**src/rtl/mem_arbiter.sv**
```systemverilog
// mem_arbiter
//   Shares the single-port word memory between instruction fetch (if_*) and
//   load/store (d_*). Each access is an ACCESS cycle (memory op, *_gnt high)
//   followed by a DONE cycle (*_valid pulse, registered read data). The data
//   port has priority. A saturating wait counter lets fetch win after
//   MAX_WAIT consecutive lost arbitrations.
//
// Ports
//   arb_clk, arb_rst_n          clock, async active-low reset
//   if_req/if_addr              fetch request (always a read)
//   if_gnt/if_valid/if_rdata    fetch grant, response pulse, held read word
//   d_req/d_we/d_addr/d_wdata   data request
//   d_gnt/d_valid/d_rdata       data grant, response pulse, held read word
//   arb_err                     misaligned address flag, coincident with valid
//   mem_rd/mem_wr/mem_addr/mem_wr_data/mem_rd_data   memory side
//   arb_busy                    high in ACCESS or DONE
module mem_arbiter #(
   parameter int unsigned MAX_WAIT = 4
) (
   input  logic        arb_clk,
   input  logic        arb_rst_n,
   input  logic        if_req,
   input  logic [31:0] if_addr,
   output logic        if_gnt,
   output logic        if_valid,
   output logic [31:0] if_rdata,
   input  logic        d_req,
   input  logic        d_we,
   input  logic [31:0] d_addr,
   input  logic [31:0] d_wdata,
   output logic        d_gnt,
   output logic        d_valid,
   output logic [31:0] d_rdata,
   output logic        arb_err,
   output logic        mem_rd,
   output logic        mem_wr,
   output logic [31:0] mem_addr,
   output logic [31:0] mem_wr_data,
   input  logic [31:0] mem_rd_data,
   output logic        arb_busy
);

   localparam logic [1:0] ST_IDLE   = 2'd0;
   localparam logic [1:0] ST_ACCESS = 2'd1;
   localparam logic [1:0] ST_DONE   = 2'd2;

   localparam logic [3:0] WAIT_LIMIT = 4'(MAX_WAIT);

   logic [1:0]  state;
   logic        own_d;      // 1 = data port owns the current access
   logic        lat_we;
   logic        lat_mis;
   logic [31:0] lat_addr;
   logic [31:0] lat_wdata;
   logic [3:0]  wait_cnt;
   logic [31:0] if_rdata_q;
   logic [31:0] d_rdata_q;

   logic        arb_now;
   logic        fetch_wins;
   logic [31:0] win_addr;

   // Arbitration happens on any IDLE or DONE edge with a pending request.
   assign arb_now    = ((state == ST_IDLE) || (state == ST_DONE)) && (if_req || d_req);
   assign fetch_wins = if_req && (!d_req || (wait_cnt == WAIT_LIMIT));
   assign win_addr   = fetch_wins ? if_addr : d_addr;

   always_ff @(posedge arb_clk or negedge arb_rst_n) begin
      if (!arb_rst_n) begin
         state      <= ST_IDLE;
         own_d      <= 1'b0;
         lat_we     <= 1'b0;
         lat_mis    <= 1'b0;
         lat_addr   <= '0;
         lat_wdata  <= '0;
         if_rdata_q <= '0;
         d_rdata_q  <= '0;
      end else begin
         case (state)
            ST_ACCESS: begin
               if (!lat_we) begin
                  if (own_d) d_rdata_q  <= mem_rd_data;
                  else       if_rdata_q <= mem_rd_data;
               end
               state <= ST_DONE;
            end
            default: begin
               if (arb_now) begin
                  own_d    <= !fetch_wins;
                  lat_we   <= fetch_wins ? 1'b0 : d_we;
                  lat_addr <= {win_addr[31:2], 2'b00};
                  lat_mis  <= |win_addr[1:0];
                  // Fetch never writes, so keep the previous store data on the bus.
                  if (!fetch_wins) lat_wdata <= d_wdata;
                  state    <= ST_ACCESS;
               end else begin
                  state <= ST_IDLE;
               end
            end
         endcase
      end
   end

   // Counts consecutive arbitrations fetch lost; any edge without if_req clears it.
   always_ff @(posedge arb_clk or negedge arb_rst_n) begin
      if (!arb_rst_n) begin
         wait_cnt <= '0;
      end else if (!if_req) begin
         wait_cnt <= '0;
      end else if (arb_now) begin
         if (fetch_wins)                   wait_cnt <= '0;
         else if (wait_cnt != WAIT_LIMIT)  wait_cnt <= wait_cnt + 4'd1;
      end
   end

   // Strobes decode straight from state so an async reset drops mem_wr at once.
   assign if_gnt      = (state == ST_ACCESS) && !own_d;
   assign d_gnt       = (state == ST_ACCESS) &&  own_d;
   assign mem_rd      = (state == ST_ACCESS) && !lat_we;
   assign mem_wr      = (state == ST_ACCESS) &&  lat_we;
   assign if_valid    = (state == ST_DONE)   && !own_d;
   assign d_valid     = (state == ST_DONE)   &&  own_d;
   assign arb_err     = (state == ST_DONE)   &&  lat_mis;
   assign arb_busy    = (state != ST_IDLE);
   assign mem_addr    = lat_addr;
   assign mem_wr_data = lat_wdata;
   assign if_rdata    = if_rdata_q;
   assign d_rdata     = d_rdata_q;

endmodule

```
**config.mk**
```make
export PLATFORM = sky130hd
export DESIGN_NAME = mem_arbiter
export DESIGN_NICKNAME = d
export VERILOG_FILES = /design/src/rtl/mem_arbiter.sv
export SDC_FILE = /design/constraint.sdc
export NUM_CORES = 1
export LEC_CHECK = 0
export CORE_MARGIN = 2
export CORE_UTILIZATION = 41
export DETAILED_ROUTE_END_ITERATION = 12
export PLACE_DENSITY_LB_ADDON = 0.3
export SYNTH_ARGS = -nofsm -noshare
export SYNTH_HDL_FRONTEND = slang
export SYNTH_SLANG_ARGS = --single-unit
```
**constraint.sdc**
```tcl
create_clock -name arb_clk -period 2.14 [get_ports arb_clk]
set_input_delay 0.428 -clock arb_clk [delete_from_list [all_inputs] [get_ports arb_clk]]
set_output_delay 0.428 -clock arb_clk [all_outputs]
set_load 0.01 [all_outputs]
```
==> flow_metrics.tcl <==
set metrics [dict create \
    outcome "completed" \
    leakagePower_nw 3.78 \
    clock_latency_ns 0.41 \
    slowest_delay_ns 0.43 \
    fp.dieW_um 120 \
    syn_area_per_cell_um2 12.7 \
    antenna_cells 0 \
    yosys-top-cells-area "dfrtp_1 (62%), mux2_2 (19%), nand2_1 (4.3%)" \
    rsz0062_at_grt "no" \
    finalNetCount 839 \
    drt_iter0_markers 176 \
    rows 42 \
    wire_per_inst_um 16.3 \
    reg2reg_depth 6 \
    htreeDepth 4 \
    viasPerCell 4.87 \
    dr.pass1.iters 5 \
    drc_errors 0 \
    finalSetupViolations 0 \
    cts_tree "built" \
    crit_chain "nand2b_4 -> nor2_1 -> dlygate4sd2_1" \
    synthesis.instances 430 \
    finalPower_mw 10.5 \
    grt_max_degree 65 \
    finalCriticalPeriod_ns 1.97 \
    ctsLongestPathBuffers 2 \
    dp.cells 859 \
    layout_common_cells "clkdlybuf4s50_1 (257), dfrtp_1 (134), mux2_2 (92)" \
    place_congestion 0.902 \
    worstSetupEndpointType "output port" \
    hold_viol 0 \
    core_region_area_um2 13100 \
    floorplan.initialDensity_pct 41.7 \
    ir_drop_mv 0.432 \
    hpwlAfterDp_mm 10.5 \
    endpoint "if_gnt" \
    final_cells 893 \
    syn_to_final_growth_pct 64.0 \
    relSlewSlack_pct 61.8 \
    ys_seq_area_share_pct 61.6 \
    drtAntennaViolNets 0 \
    crit_arrival_ns 1.54 \
    cts.sinks 135 \
    grt_first_pass_wirelength_mm 23.0 \
    slowest_stage "dfrtp_1" \
    cp_max_fo 7 \
    postRouteWirelength_mm 14.5 \
    synth_seq_cells 135 \
    yosys_warnings 0 \
    die_y_um 120 \
    rrSetupSlack_ns 0.20 \
    path_class "reg -> out" \
    die_area_um2 14300 \
    grt_usage_pct 20.8 \
    fmax_mhz 507 \
    nFillCells 989 \
    tightest_slew_ns 0.573 \
    power.density_nw_per_um2 1160 \
    startpoint_type "flop" \
    crit_path_start "state[1]" \
    synth-edff-count 0 \
    io_pins 269 \
    holdWs_ns 0.487 \
    place_ws_ns -0.134 \
    synthDominantCellAreaShare_pct 61.6 \
    post-route-util_pct 68.4 \
    via_count 4347 \
    worst_slack_ns 0.168 \
    clk_pin_slew_worst_paths_ns 0.05 \
    root_buffer "clkbuf_16" \
    final_common_cell "clkdlybuf4s50_1" \
    async_flop_share_pct 100 \
    reg2reg_from "wait_cnt[0]" \
    hold_class "reg -> reg" \
    critPathRequiredTime_ns 1.71 \
    grt_overflow 0 \
    finClkSkew_ns 0.00609 \
    numCtsBuffers 17 \
    synth_cell_types 34 \
    slew_violations 0 \
    first_global_vias 4476 \
    synth_top_area_cell "dfrtp_1" \
    min_period_over_period_pct 92.1 \
    r2r-end "mem_addr[20]" \
    drive_gt1_share_pct 19.5 \
    syn_area_um2 5480 \
    port_buffers 266 \
    synthFlopType "dfrtp_1" \
    cap_violations 0 \
    antenna_found_initial 0 \
]
## worst max-delay path: cells and delay by family, from the launching register on
family | cells | cell delay [ns]
buf+inv | 1 | 0.32
flops | 1 | 0.43
simple gates | 2 | 0.39
## cells in the mapped netlist (2+ instances only)
cell type,count
nor3_4,2
buf_2,8
nand3b_1,2
nor2b_1,4
ha_1,2
mux2_1,4
mux2_2,92
inv_1,5
a21oi_1,2
buf_4,7
buf_6,3
nor2_1,38
o21ai_0,5
dfrtp_1,135
nand3_1,3
a31oi_1,30
nand2_1,63
clkbuf_1,6
nor3b_1,3
or2_2,2
## routing by layer
metal  GRT usage (%)  up-vias  wire, µm
met1            24.1     2085      5780
li1                -     2035         -
met3            8.03       25      1350
met4            8.75        0       324
met5               0        -         0
met2            34.6      202      7070
## worst min path at each step
| stage | start | end | slack (ns) | cells past startpoint |
|---|---|---|---|---|
| after floorplan | arb_rst_n | d_rdata[0] | 0.13 | 0 |
| after global placement | arb_rst_n | if_rdata[25] | 0.36 | 1 |
| after detailed placement | arb_rst_n | if_rdata[28] | 0.37 | 1 |
| after CTS | if_rdata[0] | if_rdata[0] | 0.49 | 1 |
| after global routing | arb_rst_n | if_rdata[25] | 0.51 | 2 |
| final | if_rdata[0] | if_rdata[0] | 0.49 | 1 |
## through the flow
stage                     instance area, µm²  TNS (ns)
after floorplan                         5490         0
after global routing                    8990         0
after CTS                               8990         0
after detailed placement                8380     -2.18
after global placement                  8380         0
final                                   8990         0
## layout make-up
| type | count | area (µm²) | area share, % |
|---|---|---|---|
| clock buffers | 24 | 472 | 5.25 |
| clock inverters | 8 | 121 | 1.35 |
| inverters | 5 | 18.8 | 0.209 |
| multi-input cells | 267 | 1950 | 21.7 |
| flip-flops and latches | 135 | 3380 | 37.6 |
| well taps | 176 | 220 | 2.45 |
| repair buffers | 278 | 2830 | 31.4 |
## state kept, by name, indices dropped and copies added (netlist names)
signal and flops:
state 2, lat_we 1, wait_cnt 4, lat_mis 1
mem_wr_data 32, own_d 1, d_rdata 32, mem_addr 30
if_rdata 32
## logic make-up after synthesis
kind of cell	Yosys count	synth area share [%]
AO/OA/AOI/OAI	41	4.68
adder cells (fa/ha/maj)	2	0.456
buffers and inverters	29	3.06
flip-flops	135	61.6
multiplexers	96	19.7
other	1	0.0684
AND/OR/NAND/NOR	126	10.4
## where the power goes
| group | switching [mW] | total (mW) | internal, mW |
|---|---|---|---|
| sequential | 0.447 | 3.87 | 3.42 |
| clock | 0.998 | 2.89 | 1.89 |
| combinational | 1.36 | 3.70 | 2.34 |
| total | 2.80 | 10.5 | 7.65 |
## what timing repair did
action / CTS / global route
setup buffers: 1 / 0
endpoints found under the setup margin: 6 / 1
hold buffers: 1 / 0
hold endpoints to repair: 35 / 0
gates resized for setup: 9 / 1
Note: power is estimated with default switching activity, not from simulation.
